**src/rtl/alu_nibble_sequencer.sv**
```systemverilog
// rtl/alu_nibble_sequencer.sv - nibble-serial controller for a 4-bit combinational ALU
// Optional feature macro: ALU_SEQ_OVF_EN (adds rsp_ovf signed-overflow output)
module alu_nibble_sequencer #(
   parameter int WIDTH = 16
) (
   input  logic             clk,
   input  logic             rst,
   input  logic             req_valid,
   output logic             req_ready,
   input  logic [2:0]       req_op,
   input  logic             req_cin,
   input  logic [WIDTH-1:0] req_a,
   input  logic [WIDTH-1:0] req_b,
   output logic             alu_s2,
   output logic             alu_s1,
   output logic             alu_s0,
   output logic             alu_cin,
   output logic [3:0]       alu_a,
   output logic [3:0]       alu_b,
   input  logic [3:0]       alu_g,
   input  logic             alu_cout,
   output logic             rsp_valid,
   input  logic             rsp_ready,
   output logic [WIDTH-1:0] rsp_g,
   output logic             rsp_cout,
   output logic             rsp_zero,
`ifdef ALU_SEQ_OVF_EN
   output logic             rsp_ovf,
`endif
   output logic             rsp_neg
);

   localparam int NIB  = WIDTH / 4;
   localparam int IDXW = (NIB > 1) ? $clog2(NIB) : 1;
   localparam logic [IDXW-1:0] LAST_IDX = IDXW'(NIB - 1);

   typedef enum logic [1:0] {
      S_IDLE = 2'd0,
      S_RUN  = 2'd1,
      S_DONE = 2'd2
   } state_t;

   state_t           r_state;
   state_t           w_state_nxt;
   logic [2:0]       r_op;
   logic             r_cin;
   logic [WIDTH-1:0] r_a;
   logic [WIDTH-1:0] r_b;
   logic [WIDTH-1:0] r_res;
   logic             r_carry;
   logic [IDXW-1:0]  r_idx;
   logic [IDXW+1:0]  w_bit_base;
   logic             w_accept;

   assign w_bit_base = {r_idx, 2'b00};
   assign w_accept   = req_valid && (r_state == S_IDLE);

   always_ff @(posedge clk or posedge rst) begin
      if (rst) begin
         r_state <= S_IDLE;
      end else begin
         r_state <= w_state_nxt;
      end
   end

   always_comb begin
      w_state_nxt = r_state;
      req_ready   = 1'b0;
      rsp_valid   = 1'b0;
      alu_s2      = 1'b0;
      alu_s1      = 1'b0;
      alu_s0      = 1'b0;
      alu_cin     = 1'b0;
      alu_a       = 4'h0;
      alu_b       = 4'h0;
      case (r_state)
         S_IDLE: begin
            req_ready = 1'b1;
            if (req_valid) begin
               w_state_nxt = S_RUN;
            end
         end
         S_RUN: begin
            {alu_s2, alu_s1, alu_s0} = r_op;
            // carry into nibble 0 comes from the request; later nibbles chain
            alu_cin = (r_idx == '0) ? r_cin : r_carry;
            alu_a   = r_a[w_bit_base +: 4];
            alu_b   = r_b[w_bit_base +: 4];
            if (r_idx == LAST_IDX) begin
               w_state_nxt = S_DONE;
            end
         end
         S_DONE: begin
            rsp_valid = 1'b1;
            if (rsp_ready) begin
               w_state_nxt = S_IDLE;
            end
         end
         default: begin
            w_state_nxt = S_IDLE;
         end
      endcase
   end

   always_ff @(posedge clk or posedge rst) begin
      if (rst) begin
         r_op    <= 3'b000;
         r_cin   <= 1'b0;
         r_a     <= '0;
         r_b     <= '0;
         r_res   <= '0;
         r_carry <= 1'b0;
         r_idx   <= '0;
      end else begin
         if (w_accept) begin
            r_op  <= req_op;
            r_cin <= req_cin;
            r_a   <= req_a;
            r_b   <= req_b;
            r_idx <= '0;
         end else if (r_state == S_RUN) begin
            r_res[w_bit_base +: 4] <= alu_g;
            r_carry                <= alu_cout;
            r_idx                  <= r_idx + 1'b1;
         end
      end
   end

   assign rsp_g    = r_res;
   assign rsp_cout = r_op[2] ? 1'b0 : r_carry;
   // zero is qualified so an all-zero reset result does not read as a zero flag
   assign rsp_zero = (r_state == S_DONE) && (r_res == '0);
   assign rsp_neg  = r_res[WIDTH-1];

`ifdef ALU_SEQ_OVF_EN
   logic w_y_msb;

   always_comb begin
      w_y_msb = 1'b0;
      case (r_op[1:0])
         2'b00:   w_y_msb = 1'b0;
         2'b01:   w_y_msb = r_b[WIDTH-1];
         2'b10:   w_y_msb = ~r_b[WIDTH-1];
         default: w_y_msb = 1'b1;
      endcase
   end

   assign rsp_ovf = !r_op[2] && (r_a[WIDTH-1] == w_y_msb) && (r_res[WIDTH-1] != r_a[WIDTH-1]);
`endif

endmodule

```
**config.mk**
```make
export PLATFORM = sky130hd
export DESIGN_NAME = alu_nibble_sequencer
export DESIGN_NICKNAME = d
export VERILOG_FILES = /design/src/rtl/alu_nibble_sequencer.sv
export SDC_FILE = /design/constraint.sdc
export NUM_CORES = 1
export LEC_CHECK = 0
export CORE_MARGIN = 2
export CORE_UTILIZATION = 30
export DETAILED_ROUTE_END_ITERATION = 16
export PLACE_DENSITY = 0.53
export SLEW_MARGIN = 20
export SYNTH_ARGS = -nofsm -noshare
export SYNTH_HDL_FRONTEND = slang
export SYNTH_SLANG_ARGS = --single-unit
export TNS_END_PERCENT = 50
```
**constraint.sdc**
```tcl
create_clock -name clk -period 5.1 [get_ports clk]
set_input_delay 0.51 -clock clk [delete_from_list [all_inputs] [get_ports clk]]
set_output_delay 0.51 -clock clk [all_outputs]
set_load 0.03 [all_outputs]
```
==> results.ini, run 1 <==
[logic_synthesis]
synthAdderAreaFrac_pct=2.85
synth_seq_cells=57
synth_area_um2=2630
synth_nets=242
yosysSeqAreaShare_pct=54.2
yosysUniqueCellTypes=32
syn-instance-count=191
yosysTopAreaCellShare_pct=54.2
synth_xor_area_share_pct=0
synth.most_common_cell=dfrtp_1
synthArstFlopShare_pct=100
yosys.area_share.simple_pct=11.4
syn_area_per_cell_um2=13.8
synthTopCellsByCount=dfrtp_1, mux2_2, nand2_1
synth_ff_type=dfrtp_1
synth_compound_area_share_pct=5.89
yosys.area.top_type=dfrtp_1
synth-edff-count=0
synth.mux.area_fraction_pct=22.6
yosysWarningCount=0
netlist_top_cells_area=dfrtp_1, mux2_2, mux4_2, mux2_1, ha_1
synth_top_family_by_area=multiplexers

[layout]
final_util_pct=42.7
fin_nets=323
antenna-diode-count=0
drive_gt1_share_pct=20.6
fin_cells=385
area_delta_synth_final_pct=40.1

[clock_network]
cts.repair.resized=0
cts_tree=done
clk_pin_slew_worst_paths_ns=0.06
clk_latency_ns=0.33
postCtsSetupRepairBufs=0
h-tree-depth=3
clock_sinks=57
ctsHoldBuffers=0
cts_buffers=9
cts.path.max_buffers=2
root_buffer=clkbuf_8

[setup_path]
cp_cell_sequence=inv_1 > ha_1 > mux2i_1 > nor2_1 > clkdlybuf4s50_1
crit_path_max_incr_delay_ns=0.93
critical_path.startpoint_type=flop
cp_top_family=flip-flops
rr_worst_depth=4
crit_path_end_kind=primary output
worst-path-buf-inv=2
timing.rr.end=rsp_g[14]
critPathArrivalTime_ns=2.71
r2r_slack_ns=2.81
cpMaxStageDelayCell=dfrtp_1
reg2reg_from=r_idx[0]
worstSetupPathType=flop to primary output
cp.required_ns=4.59
cp_max_fo=18

[floorplanning]
initial_core_util_pct=30.5
die_w_um=97.7
die-area_um2=9540
std_cell_rows=34
die_y_um=97.7
core_um2=8640
ioPinCount=78

[global_routing]
use_met1_pct=17.4
grt_util_met3_pct=4.32
use_met2_pct=18.7
antenna_found_initial=0
grt_pass1_wl_um=9640
grt_overflow=0
grt_pass1_vias=1896
grt-busiest-layer=met2
track_usage_pct=12.9
grt_max_degree=58

[pwr]
power_density_nw_per_um2=699
seqPwrFrac_pct=33.3
power.internal_uw=1580
p_comb_share_pct=50.9
irDropWorstVdd_mv=0.273
p_leak_uw=0.00152
finalPower_uw=2580
power_switching_uw=997
clock_power_share_pct=15.9
switching_share_pct=38.6

[timing]
fin_crit_ns=3.22
tns_ns=0
setup_violations=0
timing.fmax_ghz=0.311
slew_headroom_pct=40.4
grt_setup_unrepaired=false
worst_clock_skew_ns=0.00534
hold_violations=0
fin_crit_sh_pct=63.1
holdWs_ns=0.489
maxSlewViolCount=0
worst_pin_slew_ns=0.894

[worst_hold_path]
hp-start=r_b[13]
min_to=r_b[13]
hold_path_class=flop to flop
worst_hold_path.num_cells=1

[drt]
first_pass_iters=4
drtIter0Drc=45
vias=1819
drcViolationCount=0
wirelength_um=5670
routed_via_density=4.72
ant_nets=0
route.detailed.wl_per_inst_um=14.7

[run]
maxCapViolCount=0

[placement]
place_hpwl_um=3930
dp_cells=369
port_buffers=77
gp_congestion=0.748

[outcome]
status=complete, no violations

[cell families after synthesis]
family	count (synthesis)
multiplexers	45
buffers and inverters	14
adder cells (fa/ha/maj)	6
AND/OR/NAND/NOR	49
AO/OA/AOI/OAI	20
flip-flops	57
[state kept, by name, indices dropped and copies added, names as in the netlist]
name / flops
r_a: 16
r_b: 16
r_carry: 1
r_cin: 1
r_idx: 2
r_op: 3
r_state: 2
rsp_g: 16
[power by group through the flow]
stage	Clock [uW]	Combinational [uW]	Sequential, uW
5_1_grt	447	1420	902
6_report	409	1310	859
2_1_floorplan	0	840	901
3_5_place_dp	0	1330	873
3_3_place_gp	0	1320	873
4_1_cts	425	1340	867
[metrics by stage]
stage / area [um2] / setup WS [ns]
3_5_place_dp: 3500 / 2.15
3_3_place_gp: 3500 / 2.19
2_1_floorplan: 2630 / 2.90
5_1_grt: 3690 / 1.60
6_report: 3690 / 1.88
4_1_cts: 3690 / 1.77
[per-layer routing]
metal  wire [um]  part of all wire [%]
met5           0                     0
met4          58                   1.0
met3         402                   7.1
met2        2510                    44
met1        2700                    48
[cell type report]
class / count / area [um2]
fill: 821 / 4950
sequential: 57 / 1430
multi-input combinational: 120 / 1130
timing repair buffer: 80 / 793
clock buffer: 13 / 149
tap: 108 / 135
clock inverter: 3 / 40.0
inverter: 4 / 15.0
[worst max-delay path by stage]
stage | start | end | cells after the start
floorplan | rsp_g[1] | rsp_zero | 2
global placement | r_idx[0] | alu_cin | 5
detailed placement | r_idx[0] | alu_cin | 5
CTS | r_idx[0] | alu_cin | 5
global route | r_idx[0] | alu_cin | 5
finish | r_idx[0] | alu_cin | 5
[placed cells by master, fill, tap and decap left out, types with 2 or more instances in the layout]
master	Yosys	final
clkbuf_1	2	3
nor4_1	3	3
mux2_2	28	28
nor3_2	2	2
nand2b_1	2	2
clkdlybuf4s50_1	0	77
a22o_1	8	8
clkinv_2	0	2
nor2_1	2	2
and2_1	11	11
o21ai_1	4	4
or3_1	2	2
a32o_1	4	4
o21ai_0	2	2
buf_4	3	3
nand2_1	16	16
dfrtp_1	57	57
mux4_2	8	8
inv_1	4	3
mux2_1	8	8
ha_1	6	6
clkbuf_8	0	10
nor2b_1	3	3
nand3b_1	2	2
Power figures use the tool's default switching activity.
==> run 2, diff against run 1 <==
Clock period 5.1 ns to 3.38 ns, I/O delays scaled along.
==> results.ini, run 2 (same netlist as run 1, synthesis figures left out) <==
[drt]
route.detailed.wl_per_inst_um=15.3
wirelength_um=5910
drtIter0Drc=72
first_pass_iters=4
vias=1821
drcViolationCount=0
routed_via_density=4.72
ant_nets=0

[floorplanning]
die-area_um2=9540
std_cell_rows=34
ioPinCount=78
core_um2=8640
initial_core_util_pct=30.5
die_y_um=97.7
die_w_um=97.7

[clock_network]
cts_tree=done
cts_buffers=9
postCtsSetupRepairBufs=0
ctsHoldBuffers=0
root_buffer=clkbuf_8
h-tree-depth=3
clock_sinks=57
cts.repair.resized=0
cts.path.max_buffers=2
clk_pin_slew_worst_paths_ns=0.07
clk_latency_ns=0.33

[layout]
fillers=823
drive_gt1_share_pct=21.9
area_delta_synth_final_pct=40.3
final_util_pct=42.8
multi_input_area_um2=1130
mostFrequentLayoutCells=clkdlybuf4s50_1, dfrtp_1, mux2_2
fin_nets=325
antenna-diode-count=0
seqCellArea_um2=1430
final_common_cell=clkdlybuf4s50_1

[setup_path]
worst-path-buf-inv=2
rr_worst_depth=4
crit_path_max_incr_delay_ns=0.78
timing.rr.end=rsp_g[15]
cp.depth=4
worstSetupPathType=flop to primary output
cp.required_ns=3.04
cp_cell_sequence=buf_4 > mux4_2 > and2_1 > clkdlybuf4s50_1
critPathArrivalTime_ns=2.66
crit_start=r_idx[0]
reg2reg_from=r_idx[0]
cp_top_family=buffers and inverters
critical_path.startpoint_type=flop
cp_max_fo=14
crit_path_end_kind=primary output
endpoint=alu_a[2]
r2r_slack_ns=1.28
cpMaxStageDelayCell=dfrtp_1

[timing]
hold_violations=0
timing.fmax_ghz=0.333
slew_headroom_pct=52.0
worst_clock_skew_ns=0.00527
worst_pin_slew_ns=0.720
tns_ns=0
maxSlewViolCount=0
grt_setup_unrepaired=false
fin_crit_ns=3.00
setup_violations=0
fin_crit_sh_pct=88.8

[pwr]
p_comb_share_pct=52.2
irDropWorstVdd_mv=0.508
clock_power_share_pct=15.0
p_leak_uw=0.00153
power_switching_uw=1530
power.internal_uw=2360
seqPwrFrac_pct=32.9
switching_share_pct=39.3
power_density_nw_per_um2=1050

[outcome]
status=complete, no violations

[run]
maxCapViolCount=0

[global_routing]
grt_pass1_wl_um=10100
grt_pass1_vias=1989
antenna_found_initial=0
grt_max_degree=58
grt_overflow=0
track_usage_pct=13.4

[worst_hold_path]
hold_path_class=flop to flop

[placement]
port_buffers=77
place_hpwl_um=4140
gp_congestion=0.763

[run 2: cell count changes in the layout (fill, tap and decap cells not counted), sizes merged]
| cell | previous run | this run |
|---|---|---|
| clkbuf | 13 | 12 |
| buf | 3 | 5 |
| bufinv | 1 | 0 |
| clkinv | 2 | 3 |
[run 2: final cells by class]
| type | instances | area share, % |
|---|---|---|
| multi-input cells | 120 | 30.6 |
| clock buffers | 12 | 4.47 |
| flip-flops and latches | 57 | 38.6 |
| repair buffers | 82 | 21.9 |
| well taps | 108 | 3.66 |
| inverters | 4 | 0.406 |
| clock inverters | 3 | 0.406 |
[run 2: worst min-delay path by stage]
stage	from	to	cells after the start
3_5_place_dp	r_cin	r_cin	1
5_1_grt	r_b[13]	r_b[13]	1
2_1_floorplan	alu_cout	r_carry	2
3_3_place_gp	r_b[13]	r_b[13]	1
4_1_cts	r_cin	r_cin	1
6_report	r_b[13]	r_b[13]	1
[run 2: metrics by stage]
step / cell area, um2 / hold slack [ns] / std cells / total power [uW] / setup WS (ns)
after floorplan: 2630 / 0.443 / 191 / 2630 / 1.36
after global placement: 3520 / 0.470 / 371 / 3330 / 0.717
after detailed placement: 3520 / 0.479 / 371 / 3350 / 0.672
after CTS: 3700 / 0.493 / 386 / 3950 / 0.289
after global routing: 3700 / 0.505 / 386 / 4160 / 0.176
final: 3700 / 0.489 / 386 / 3890 / 0.377
[run 2: power by group through the flow]
stage	clock network [uW]	logic, uW	registers, uW
2_1_floorplan	0	1270	1360
3_3_place_gp	0	2040	1300
3_5_place_dp	0	2050	1300
4_1_cts	598	2060	1290
5_1_grt	634	2190	1340
6_report	581	2030	1280
[run 2: metal layers]
layer / share of wire, % / GRT usage, % / wire, um
met1: 48 / 18.0 / 2860
met2: 44 / 20.1 / 2630
met3: 6.0 / 4.17 / 353
met4: 1.1 / 5.77 / 65
met5: 0 / 0 / 0
==> run 3, diff against run 2 <==
Settings changed: REMOVE_ABC_BUFFERS from default to 1.
Clock period 3.38 ns to 3.4 ns, I/O delays scaled along.
==> results.ini, run 3 (same netlist as run 1, synthesis figures left out) <==
[timing]
hold_violations=0
timing.fmax_ghz=0.351
worst_clock_skew_ns=0.00828
fin_crit_ns=2.85
grt_setup_unrepaired=false
layout_setup_ws_ns=0.551
maxSlewViolCount=0
setup_violations=0
slew_headroom_pct=51.3
worst_pin_slew_ns=0.730
fin_crit_sh_pct=83.8
tns_ns=0

[global_routing]
grt_pass1_wl_um=9770
track_usage_pct=13.1
grt_pass1_vias=1933
grt_max_degree=30
antenna_found_initial=0
grt_overflow=0

[layout]
seqCellArea_um2=1430
multi_input_area_um2=1130
fin_nets=327
area_delta_synth_final_pct=42.4
drive_gt1_share_pct=22.1
mostFrequentLayoutCells=clkdlybuf4s50_1, dfrtp_1, mux2_2
fillers=816
fin_cells=389
antenna-diode-count=0
final_common_cell=clkdlybuf4s50_1

[clock_network]
root_buffer=clkbuf_8
h-tree-depth=3
postCtsSetupRepairBufs=0
clk_pin_slew_worst_paths_ns=0.06
ctsHoldBuffers=0
cts.path.max_buffers=2
clock_sinks=57
cts.repair.resized=0
cts_buffers=9
clk_latency_ns=0.33
cts_tree=done

[drt]
routed_via_density=4.69
ant_nets=0
first_pass_iters=4
drcViolationCount=0
drtIter0Drc=35
wirelength_um=5920
route.detailed.wl_per_inst_um=15.2
vias=1823

[pwr]
finalPower_uw=3960
irDropWorstVdd_mv=0.444
p_leak_uw=0.00155
power_density_nw_per_um2=1060

[placement]
gp_congestion=0.715
dp_cells=373
port_buffers=77
place_hpwl_um=4180
dp_slack_ns=0.815

[setup_path]
critPathArrivalTime_ns=2.51
cpMaxStageDelayCell=dfrtp_1
crit_path_max_incr_delay_ns=0.78
cp_max_fo=12
cp_top_family=buffers and inverters
worstSetupPathType=flop to primary output
critical_path.startpoint_type=flop
worst-path-buf-inv=2
crit_path_end_kind=primary output
cp.required_ns=3.06
cp_cell_sequence=inv_1 > ha_1 > mux2i_1 > nor2_1 > clkdlybuf4s50_1

[floorplanning]
initial_core_util_pct=30.5
core_um2=8640
die_y_um=97.7
die_w_um=97.7
die-area_um2=9540
std_cell_rows=34
ioPinCount=78

[worst_hold_path]
hold_path_class=input port to async pin

[run]
maxCapViolCount=0

[outcome]
status=complete, no violations

run 3: cell types whose count changed in the layout (fill, tap and decap cells not counted), sizes merged:
| cell | change |
|---|---|
| bufinv | +1 |
| clkinv | -2 |
| buf | +2 |
| clkbuf | +2 |
run 3: area by class of cell:
class | count | share of cell area, %
Clock buffer | 14 | 4.60
Multi-Input combinational cell | 120 | 30.2
Timing Repair Buffer | 84 | 22.3
Tap cell | 108 | 3.60
Inverter | 4 | 0.400
Sequential cell | 57 | 38.0
Clock inverter | 2 | 0.934
run 3: power breakdown:
part | internal [uW] | switching (uW) | total, uW | leakage, uW
sequential | 1010 | 233 | 1250 | 0.000704
combinational | 1030 | 1020 | 2050 | 0.000741
clock | 398 | 262 | 660 | 0.000107
total | 2450 | 1510 | 3960 | 0.00155
run 3: routing by layer:
metal | wire length, um | up-vias | GRT usage [%]
met1 | 2690 | 890 | 16.8
li1 | - | 864 | -
met4 | 52 | 0 | 5.13
met3 | 420 | 7 | 4.39
met5 | 0 | - | 0
met2 | 2760 | 62 | 20.4
run 3: path summary, 6_finish.rpt:
kind	slack, ns	endpoint	depth (start not counted)	start
worst max-delay path	0.55	alu_cin	5	r_idx[0]
worst min-delay path	0.41	r_a[10]	2	rst
worst max register to register	1.29	rsp_g[12]	4	r_idx[0]
worst min register to register	0.48	r_a[15]	1	r_a[15]
max in group asynchronous	2.33	rsp_g[4]	3	rst
min in group clk	0.48	r_a[15]	1	r_a[15]
run 3: through the flow:
| step | hold slack, ns | cell area, um2 | util, % |
|---|---|---|---|
| 2_1_floorplan | 0.445 | 2570 | - |
| 3_3_place_gp | 0.470 | 3540 | 41.0 |
| 3_5_place_dp | 0.474 | 3540 | 41.0 |
| 4_1_cts | 0.422 | 3750 | 43.4 |
| 5_1_grt | 0.455 | 3750 | 43.4 |
| 6_report | 0.408 | 3750 | 43.4 |
run 3: worst reg2reg max path, delay by kind of cell, from the launching register on:
family	cells	cell delay, ns
AOI/OAI and AO/OA	1	0.14
adders and majority gates	1	0.44
buffers and inverters	1	0.21
DFF	1	0.78
and+or+nand+nor	1	0.46
==> RTL change (config.mk and constraints of run 2) <==
Set the parameter `WIDTH` to 8 (it was 16).
--- a/src/rtl/alu_nibble_sequencer.sv
+++ b/src/rtl/alu_nibble_sequencer.sv
@@ -2,5 +2,5 @@
 // Optional feature macro: ALU_SEQ_OVF_EN (adds rsp_ovf signed-overflow output)
 module alu_nibble_sequencer #(
-   parameter int WIDTH = 16
+   parameter int WIDTH = 8
 ) (
    input  logic             clk,
Interface: changed (resized req_a, req_b and rsp_g); port bits go from 78 to 54. No check against the original RTL was run, so the function may have changed too.
==> RTL change against run 2 <==
  * Power fell by 44%
  * Final area fell by 44%
  * Sequential cell count fell by 25
  * Non-clock buffer count fell by 27
  * Combinational power fell by 42%
  * Clock power fell by 49%
  * Highest routed layer unchanged
  * Routed wire length fell by 48%
  * Area after synthesis fell by 46%
  * Worst setup slack improved by 0.29 ns
  * Fmax rose by 11%
==> RTL change: results (changes against run 2) <==
met1Wirelength_mm: 1.34  # was 2.86 mm
wl_met2_mm: 1.49  # was 2.63 mm
status: "finished, final reports clean"  # unchanged
multiInputGateArea_um2: 556  # was 1130 um2
crit_path_top_delay_cell: "and3b_1"  # was dfrtp_1
synth_fp_nets: 124  # was 242
synth_area_leaders: "dfrtp_1 57%, mux2_2 19%, a22o_1 5.6%"  # was dfrtp_1 54%, mux2_2 12%, mux4_2 6.8%
buffer_area_share_pct: 26.4  # was 21.9%
reg2reg_slack_ns: 1.63  # was 1.28 ns
clk_share_pct: 4.36  # was 4.87%
h-tree-depth: 2  # was 3
nClkBuffers: 8  # was 12
numCtsBuffers: 5  # was 9
drtIter0Drc: 45  # was 72
seq_area_frac_synth_pct: 56.8  # was 54.2%
leakage_nw: 0.866  # was 1.53 nW
synth.distinct_cells: 19  # was 32
io_buffers: 53  # was 77
wl_met3_um: 208  # was 353 um
place.gp.congestion: 0.732  # was 0.763
hpwl_mm: 2.18  # was 4.14 mm
reg2regPathDepth: 3  # was 4
clock_skew_ns: 0.00112  # was 0.00527 ns
synthTopCellsByCount: "32 x dfrtp_1, 24 x mux2_2, 9 x a22o_1, 4 x buf_4, 4 x mux2_4"  # was 57 x dfrtp_1, 28 x mux2_2, 16 x nand2_1, 11 x and2_1
nets: 180  # was 325
drive_gt1_share_pct: 25.7  # was 21.9%
grt_pass1_vias: 1082  # was 1989
clock_latency_ns: 0.28  # was 0.33 ns
non_clock_buffer_count: 55  # was 82
hp-class: "in -> async"  # was reg -> reg
grt_pass1_wl_mm: 5.27  # was 10.1 mm
synth_seq_cells: 32  # was 57
gr-usage-all-layers_pct: 13.2  # was 13.4%
nonClockInverterCount: 2  # was 4
==> RTL change: where the power goes <==
group,switching (mW),internal (mW),total [mW],leakage (nW)
Sequential,0.143,0.582,0.725,0.378
Clock,0.132,0.166,0.298,0.0455
Combinational,0.573,0.598,1.17,0.443
Total,0.848,1.35,2.19,0.866
==> RTL change: metal layers <==
layer  vias to the layer above  GRT usage, %
met5                         -             0
met2                        41          21.2
met3                         5          5.14
met4                         0          3.70
li1                        448             -
met1                       499          16.6
==> RTL change: worst max path at each step <==
stage,endpoint,slack (ns),depth (start not counted)
2_1_floorplan,rsp_zero,1.61,2
3_3_place_gp,alu_b[0],0.96,3
3_5_place_dp,alu_b[0],0.96,3
4_1_cts,alu_b[0],0.63,3
5_1_grt,alu_b[0],0.48,3
6_report,alu_b[0],0.66,3
==> RTL change: metrics by stage <==
stage / instance area [um2] / setup slack (ns) / hold slack [ns] / instances
2_1_floorplan: 1410 / 1.61 / 0.449 / 95
3_3_place_gp: 1970 / 0.956 / 0.467 / 196
3_5_place_dp: 1970 / 0.956 / 0.467 / 196
4_1_cts: 2060 / 0.625 / 0.454 / 204
5_1_grt: 2060 / 0.478 / 0.507 / 204
6_report: 2060 / 0.663 / 0.438 / 204
==> RTL change: cells by family (layout without fill, tap and decap cells) <==
group / Yosys count / after routing / share of synthesized area (%)
compound gates: 12 / 12 / 7.19
flops: 32 / 32 / 56.8
simple gates: 14 / 14 / 7.54
mux: 29 / 29 / 24.2
buf+inv: 8 / 65 / 4.26
==> RTL change: worst max-delay path: cells and delay by family (launching register included) <==
kind | cells | cell delay (ns)
AOI/OAI and AO/OA | 1 | 0.25
DFF | 1 | 0.48
and+or+nand+nor | 1 | 0.70
buffers and inverters | 1 | 0.67
